===== src/rtl/packet_stream_arbiter.sv =====
// Round-robin, packet-granular arbiter merging SOURCE_COUNT valid/ready/last byte
// streams onto one output; the grant is held until the granted packet's last beat.
module packet_stream_arbiter #(
    parameter int unsigned           SOURCE_COUNT = 3,
    parameter int unsigned           DATA_WIDTH   = 8,
    parameter bit                    TAG_ENABLE   = 1'b1,
    parameter logic [DATA_WIDTH-1:0] TAG_BASE     = 8'hA0
) (
    input  logic                               clock,
    input  logic                               reset,
    input  logic [DATA_WIDTH*SOURCE_COUNT-1:0] in_data,
    input  logic [SOURCE_COUNT-1:0]            in_valid,
    output logic [SOURCE_COUNT-1:0]            in_ready,
    input  logic [SOURCE_COUNT-1:0]            in_last,
    output logic [DATA_WIDTH-1:0]              out_data,
    output logic                               out_valid,
    input  logic                               out_ready,
    output logic                               out_last,
    output logic [$clog2(SOURCE_COUNT)-1:0]    grant_index,
    output logic                               busy
);

    localparam int unsigned GW = $clog2(SOURCE_COUNT);

    typedef enum logic [1:0] {
        IDLE,
        TAG,
        STREAM
    } state_t;

    state_t          state_q, state_d;
    logic [GW-1:0]   grant_q, grant_d;
    logic [GW-1:0]   pick;
    logic            pick_found;
    logic [GW-1:0]   cand;
    int unsigned     idx;
    logic [DATA_WIDTH-1:0] tag_byte;

    // Search upward from the last grant with modulo wrap; the last grant itself is
    // visited last, so it only wins again when nobody else is requesting.
    always_comb begin
        pick       = grant_q;
        pick_found = 1'b0;
        idx        = 0;
        cand       = '0;
        for (int unsigned k = 1; k <= SOURCE_COUNT; k++) begin
            idx  = (32'(grant_q) + k) % SOURCE_COUNT;
            cand = GW'(idx);
            if (!pick_found && in_valid[cand]) begin
                pick       = cand;
                pick_found = 1'b1;
            end
        end
    end

    // Built from the grant register, so the tag stays stable while stalled.
    assign tag_byte = TAG_BASE | DATA_WIDTH'(grant_q);

    always_comb begin
        state_d   = state_q;
        grant_d   = grant_q;
        out_valid = 1'b0;
        out_data  = '0;
        out_last  = 1'b0;
        in_ready  = '0;
        unique case (state_q)
            IDLE: begin
                if (pick_found) begin
                    grant_d = pick;
                    state_d = TAG_ENABLE ? TAG : STREAM;
                end
            end
            TAG: begin
                out_valid = 1'b1;
                out_data  = tag_byte;
                if (out_ready) begin
                    state_d = STREAM;
                end
            end
            STREAM: begin
                out_valid         = in_valid[grant_q];
                out_data          = in_data[DATA_WIDTH*grant_q +: DATA_WIDTH];
                out_last          = in_last[grant_q];
                in_ready[grant_q] = out_ready;
                if (in_valid[grant_q] && out_ready && in_last[grant_q]) begin
                    state_d = IDLE;
                end
            end
            default: begin
                state_d = IDLE;
            end
        endcase
    end

    always_ff @(posedge clock) begin
        if (reset) begin
            state_q <= IDLE;
            grant_q <= GW'(SOURCE_COUNT - 1);
        end else begin
            state_q <= state_d;
            grant_q <= grant_d;
        end
    end

    assign grant_index = grant_q;
    assign busy        = (state_q != IDLE);

endmodule


===== config.mk =====
export PLATFORM = sky130hd
export DESIGN_NAME = packet_stream_arbiter
export DESIGN_NICKNAME = d
export VERILOG_FILES = /design/src/rtl/packet_stream_arbiter.sv
export SDC_FILE = /design/constraint.sdc
export NUM_CORES = 1
export LEC_CHECK = 0
export ABC_AREA = 1
export CORE_ASPECT_RATIO = 1.75
export CORE_MARGIN = 3
export CORE_UTILIZATION = 33
export CTS_CLUSTER_SIZE = 30
export DETAILED_ROUTE_END_ITERATION = 12
export GPL_TIMING_DRIVEN = 0
export HOLD_SLACK_MARGIN = 0.12
export PLACE_DENSITY_LB_ADDON = 0.12
export RECOVER_POWER = 100
export SYNTH_ARGS = -nofsm -noshare
export SYNTH_HDL_FRONTEND = slang
export SYNTH_SLANG_ARGS = --single-unit

===== constraint.sdc =====
create_clock -name clock -period 1.7 [get_ports clock]
set_input_delay 0.34 -clock clock [delete_from_list [all_inputs] [get_ports clock]]
set_output_delay 0.34 -clock clock [all_outputs]
set_load 0.005 [all_outputs]

Word level (Yosys, flattened, before mapping)
Cells that the tools add are included.
Cells by class
  reductions and logical operators: 12
  bitwise gates (word level): 1
  shifts and indexed selects: 1
  order comparisons: 5
  add/subtract/negate cells: 3
  mux-type cells: 26
  divide/modulo/power cells: 3
  eq/ne operators: 5
Operator list (number)
  32-bit by 2-bit modulo with 32-bit output, second input constant: 3
  24-bit by 6-bit indexed part select with 8-bit output: 1
  8-bit case mux with 2 select lines: 1
  2-bit by 3-bit less-than comparator with 1-bit output, second input constant: 4
  2-bit two-way mux: 6
  1-bit binary-select mux with 2-bit select: 5
  1-bit two-way mux: 10
  2-bit by 2-bit adder with 3-bit output, second input constant: 2
  2-bit != test, second input constant: 3
  2-bit case mux with 3 select lines: 1
  3-bit AND reduction: 2
  1-bit logical AND: 5
  2-bit by 1-bit adder with 3-bit output, second input constant: 1
  3-bit AND: 1
  3-bit two-way mux: 1
  3-bit nonzero test: 1
  1-bit demux with 2-bit select: 1
  2-bit by 1-bit == test with 1-bit output, second input constant: 1
  2-bit == test, second input constant: 1
  2-bit by 1-bit greater-or-equal comparator with 1-bit output, second input constant: 1
  1-bit zero test: 2
  2-bit zero test: 1
  1-bit case mux with 2 select lines: 1
  2-bit nonzero test: 1
Word-level totals
  bits in registers: 4
  word-level logic and storage cells: 58
  output and inout port bits: 16
  bits of input ports: 33

Longest topological paths before layout
  depth in word-level cells: 13
  depth in mapped cells: 13
  gate-level depth less buffers: 12

Least setup slack after synthesis
Ideal clock, no wire load.
  path type: reg2reg
  start point: register grant_q[0], in the netlist grant_index[0]
  end point: register state_q[0]
  setup time: 115 ps
  path buffers: 1
  cell stages (with the launch flop): 10
  arrival time: 1723 ps
  setup slack: -139 ps
  clock period less this slack: 1839 ps
  required time: 1585 ps
  cells stage by stage: dfxtp_1 > inv_1 > buf_2 > ha_1 > inv_1 > nand2_1 > nand3_2 > nand4_1 > a21oi_1 > nor2_1
On the way
  cells in the longest elaborated chain, start to end: 13
  elaborated cells between the ends (all ways): 28
  those cells by class: 3 x add/sub; 3 x div; 2 x eq/ne; 13 x mux; 7 x reduce/logical
Ends and longest elaborated chain
  start, declared: line 32  | logic [GW-1:0] grant_q, grant_d;
  start signal, assigned: line 98  | grant_q <= GW'(SOURCE_COUNT - 1);
  start signal, assigned: line 101  | grant_q <= grant_d;
  2-bit by 1-bit adder with 3-bit output: line 47  | idx = (32'(grant_q) + k) % SOURCE_COUNT;
  32-bit by 2-bit modulo with 32-bit output: line 47
  1-bit binary-select mux with 2-bit select: line 49  | if (!pick_found && in_valid[cand]) begin
  1-bit two-way mux (not written as such): line 49
  1-bit two-way mux: line 49
  1-bit zero test: line 49
  1-bit logical AND: line 49
  1-bit two-way mux: line 49
  1-bit zero test: line 49
  1-bit logical AND: line 49
  1-bit two-way mux: line 49
  2-bit != test (no source line)
  3-bit AND reduction (no source line) *
  end signal, assigned: line 100  | state_q <= state_d;
  end, declared: line 31  | state_t state_q, state_d;
Every way passes the cells marked *; elsewhere a longest branch is shown, timed or not. The select of a mux whose other input is x is not followed.
A chain may end at the register's enable or synchronous reset.

Final worst setup path
  start point: register grant_q[0], in the netlist grant_index[0]
  end point: register grant_q[1], in the netlist grant_index[1]
On the way
  cells in the longest elaborated chain, start to end: 12
  elaborated cells between the ends (all ways): 24
  those cells by class: 3 x add/sub; 3 x div; 12 x mux; 6 x reduce/logical
Ends and longest elaborated chain (line)
  2-bit by 1-bit adder with 3-bit output: 47
  32-bit by 2-bit modulo with 32-bit output: 47
  1-bit binary-select mux with 2-bit select: 49
  1-bit two-way mux (not written as such): 49
  1-bit two-way mux: 49
  1-bit zero test: 49
  1-bit logical AND: 49
  1-bit two-way mux: 49
  1-bit zero test: 49
  1-bit logical AND: 49
  3-bit nonzero test (no source line) / 1-bit two-way mux (equally long branches)
  3-bit AND reduction (no source line)
Parallel ways exist; a longest one is shown, timed or not. The select of a mux whose other input is x is not followed.

==> impl_metrics.py <==
metrics = {
    "cts": {
        "cts_max_level": 1,
        "postCtsHoldBufs": 0,
        "clock-root-buffer": "clkbuf_8",
        "cts_tree": "built",
        "clk_pin_slew_worst_paths_ps": 30,
        "clkLatencyLatePin_ps": 210,
        "cts.sinks": 4,
        "numCtsBuffers": 3,
        "clock_path_buffers": 2,
    },
    "synthesis": {
        "ys_seq_area_share_pct": 9.969,
        "syn_area_per_cell_um2": 5.697,
        "syn_area_um2": 803.3,
        "syn_inst": 141,
        "ys.warnings.count": 0,
        "muxShareOfSynthArea_pct": 0,
        "synthAdderAreaFrac_pct": 14.02,
        "synth-xor-area-share_pct": 0,
        "ys_types": 17,
        "syn-num-nets": 183,
        "synth_compound_area_share_pct": 19.78,
        "synth_top_family_by_area": "simple AND/OR/NAND/NOR gates",
        "synth-seq-cells": 4,
        "yosys.area_share.simple_pct": 43.77,
    },
    "floorplanning": {
        "start_util_pct": 34.89,
        "coreArea_um2": 2302,
        "num_rows": 23,
        "io-pin-count": 49,
        "die_w_um": 43.30,
        "die_y_um": 71.27,
        "die_area_um2": 3085,
    },
    "sta": {
        "final-setup-viol-count": 5,
        "fin_hold_ws_ps": 520.6,
        "tightest_slew_ps": 244.0,
        "post-route-period-util_pct": 102.3,
        "finClkSkew_ps": 0.8956,
        "fmax_mhz": 574.9,
        "maxSlewViolCount": 0,
        "slew_headroom_pct": 83.56,
        "rsz0062_at_grt": "yes",
        "hold_viol_final": 0,
        "post-route-min-period_ps": 1740,
        "finalWorstSetupSlack_ps": -39.53,
    },
    "detailed_routing": {
        "viasPerCell": 5.342,
        "wire_per_inst_um": 16.33,
        "via_count": 1298,
        "first_pass_iters": 4,
        "routed_wirelength_um": 3967,
        "drcViolationCount": 0,
        "first_iter_violations": 29,
        "ant_nets": 0,
    },
    "layout": {
        "layout_common_cells": "29 x clkdlybuf4s50_1, 24 x nand2_1, 16 x buf_6, 14 x nor2_1",
        "num-fill-cells": 142,
        "fin_nets": 262,
        "area_growth_pct": 133.5,
        "final_common_cell": "clkdlybuf4s50_1",
        "drive_gt1_share_pct": 50.46,
        "antenna_cells": 0,
        "postLayoutCoreUtil_pct": 81.47,
    },
    "outcome": {
        "status": "finished with violations",
        "violations": "negative setup slack",
    },
    "setup_path": {
        "crit_slowest_cell": "dfxtp_4",
        "rr_worst_depth": 11,
        "crit_required_ps": 1800,
        "worst-path-buf-inv": 3,
        "slowest_delay_ps": 360,
        "critPathLaunchType": "register",
        "cp_cell_sequence": "inv_4 -> buf_8 -> buf_6 -> ha_4 -> nand2_1 -> nand2_2 -> nand3_4 -> nand3_1 -> nand2_2 -> a21oi_2 -> nand2_1",
        "crit_path_start": "grant_index[0]",
        "cp_max_fo": 6,
        "cp-end-kind": "register",
        "rr_endpoint": "grant_index[1]",
        "critical_path_class": "register to register",
        "r2r-start": "grant_index[0]",
        "cpLargestDelayFamily": "simple AND/OR/NAND/NOR gates",
        "arrival_ps": 1840,
        "regToRegSetupSlack_ps": -40,
    },
    "hold_path": {
        "hold_end": "state_q[1]",
        "holdPathStages": 2,
        "min_from": "state_q[1]",
        "min-delay-path-class": "register to register",
    },
    "pwr": {
        "cellLeakagePower_nw": 0.8542,
        "power_density_nw_per_um2": 1626,
        "power_switching_mw": 1.432,
        "power_mw": 3.050,
        "sw_frac_of_total_pct": 46.94,
        "pwr-share-seq_pct": 6.7,
        "internal_power_mw": 1.619,
        "ir_drop_mv": 1.112,
        "comb_power_share_pct": 87.1,
        "p_clk_share_pct": 6.3,
    },
    "placement": {
        "dp_hpwl_um": 2187,
        "place_congestion": 0.8332,
        "io_buffers": 48,
    },
    "global_route": {
        "grt_overflow": 0,
        "grt_pass1_wl_um": 6099,
        "grt_max_degree": 8,
        "grt_use_total_pct": 24.80,
        "antenna_found_initial": 0,
        "grt_pass1_vias": 1418,
    },
    "run": {
        "maxCapViolations": 0,
    },
}
registers in the layout, summed over array words and instances (netlist names):
name / count
grant_index: 2
state_q: 2
worst max path at each step:
stage	endpoint	cells after the start
after floorplan	grant_index[1]	10
after global placement	out_valid	8
after detailed placement	out_valid	8
after CTS	out_data[4]	6
after global routing	grant_index[1]	12
final	grant_index[1]	11
Yosys cell counts:
cell type | instances | area [um^2]
o22ai_1 | 2 | 12.51
nor2_1 | 22 | 82.58
buf_6 | 1 | 11.26
inv_2 | 1 | 3.750
nand2_2 | 2 | 12.51
nand4_1 | 1 | 6.260
nand3_2 | 4 | 40.04
nand2_1 | 33 | 123.9
o21ai_0 | 11 | 55.05
a2bb2oi_1 | 7 | 61.31
nor2_4 | 1 | 11.26
a21oi_1 | 6 | 30.03
nand3_1 | 15 | 75.07
inv_1 | 20 | 75.07
dfxtp_1 | 4 | 80.08
buf_2 | 2 | 10.01
ha_1 | 9 | 112.6
final cells by class:
cell class	instances	area, um^2	share of cell area, %
Clock buffer	3	41.29	2.201
Timing Repair Buffer	75	684.4	36.49
Sequential cell	4	92.59	4.937
Tap cell	25	31.28	1.668
Buffer	2	26.28	1.401
Inverter	21	96.34	5.137
Multi-Input combinational cell	113	903.4	48.17
metrics by stage:
step | instance area, um^2 | worst slack [ps] | cells | TNS (ps)
after floorplan | 817.0 | 56.39 | 141 | 0
after global placement | 1329 | -410.3 | 214 | -4226
after detailed placement | 1329 | -420.9 | 214 | -4585
after CTS | 1738 | -96.93 | 240 | -290.2
after global routing | 1876 | -159.3 | 243 | -886.5
final | 1876 | -39.53 | 243 | -96.39
cell families (layout without fill, tap and decap cells):
family / Yosys count / in the layout
and+or+nand+nor: 78 / 78
AOI/OAI and AO/OA: 26 / 26
buffers and inverters: 24 / 101
adders and majority gates: 9 / 9
DFF: 4 / 4
worst register-to-register path: cells and delay by family, from the launching register on:
family	cells	cell delay, ps
compound gates	1	130
fa+ha+maj	1	320
buf+inv	3	280
flops	1	360
simple gates	6	540
power groups by stage:
stage | combinational, mW | sequential, mW | clock (mW)
final | 2.66 | 0.204 | 0.191
after global routing | 2.87 | 0.209 | 0.207
after CTS | 2.24 | 0.199 | 0.197
after detailed placement | 1.44 | 0.195 | 0
after global placement | 1.40 | 0.192 | 0
after floorplan | 0.965 | 0.185 | 0
repair_timing:
| item | CTS | global route |
|---|---|---|
| resized for setup | 111 | 53 |
| cloned | 3 | 0 |
| pin swaps | 26 | 22 |
| setup endpoints to repair | 18 | 15 |
| setup buffers | 20 | 5 |
per-layer routing:
metal	wire length, um	vias up	global-route usage (%)
met1	1337	600	25.23
met3	298	18	3.015
met5	0	-	0
met4	176	0	14.43
li1	-	615	-
met2	2156	65	45.96
(Power assumes the default switching activity.)
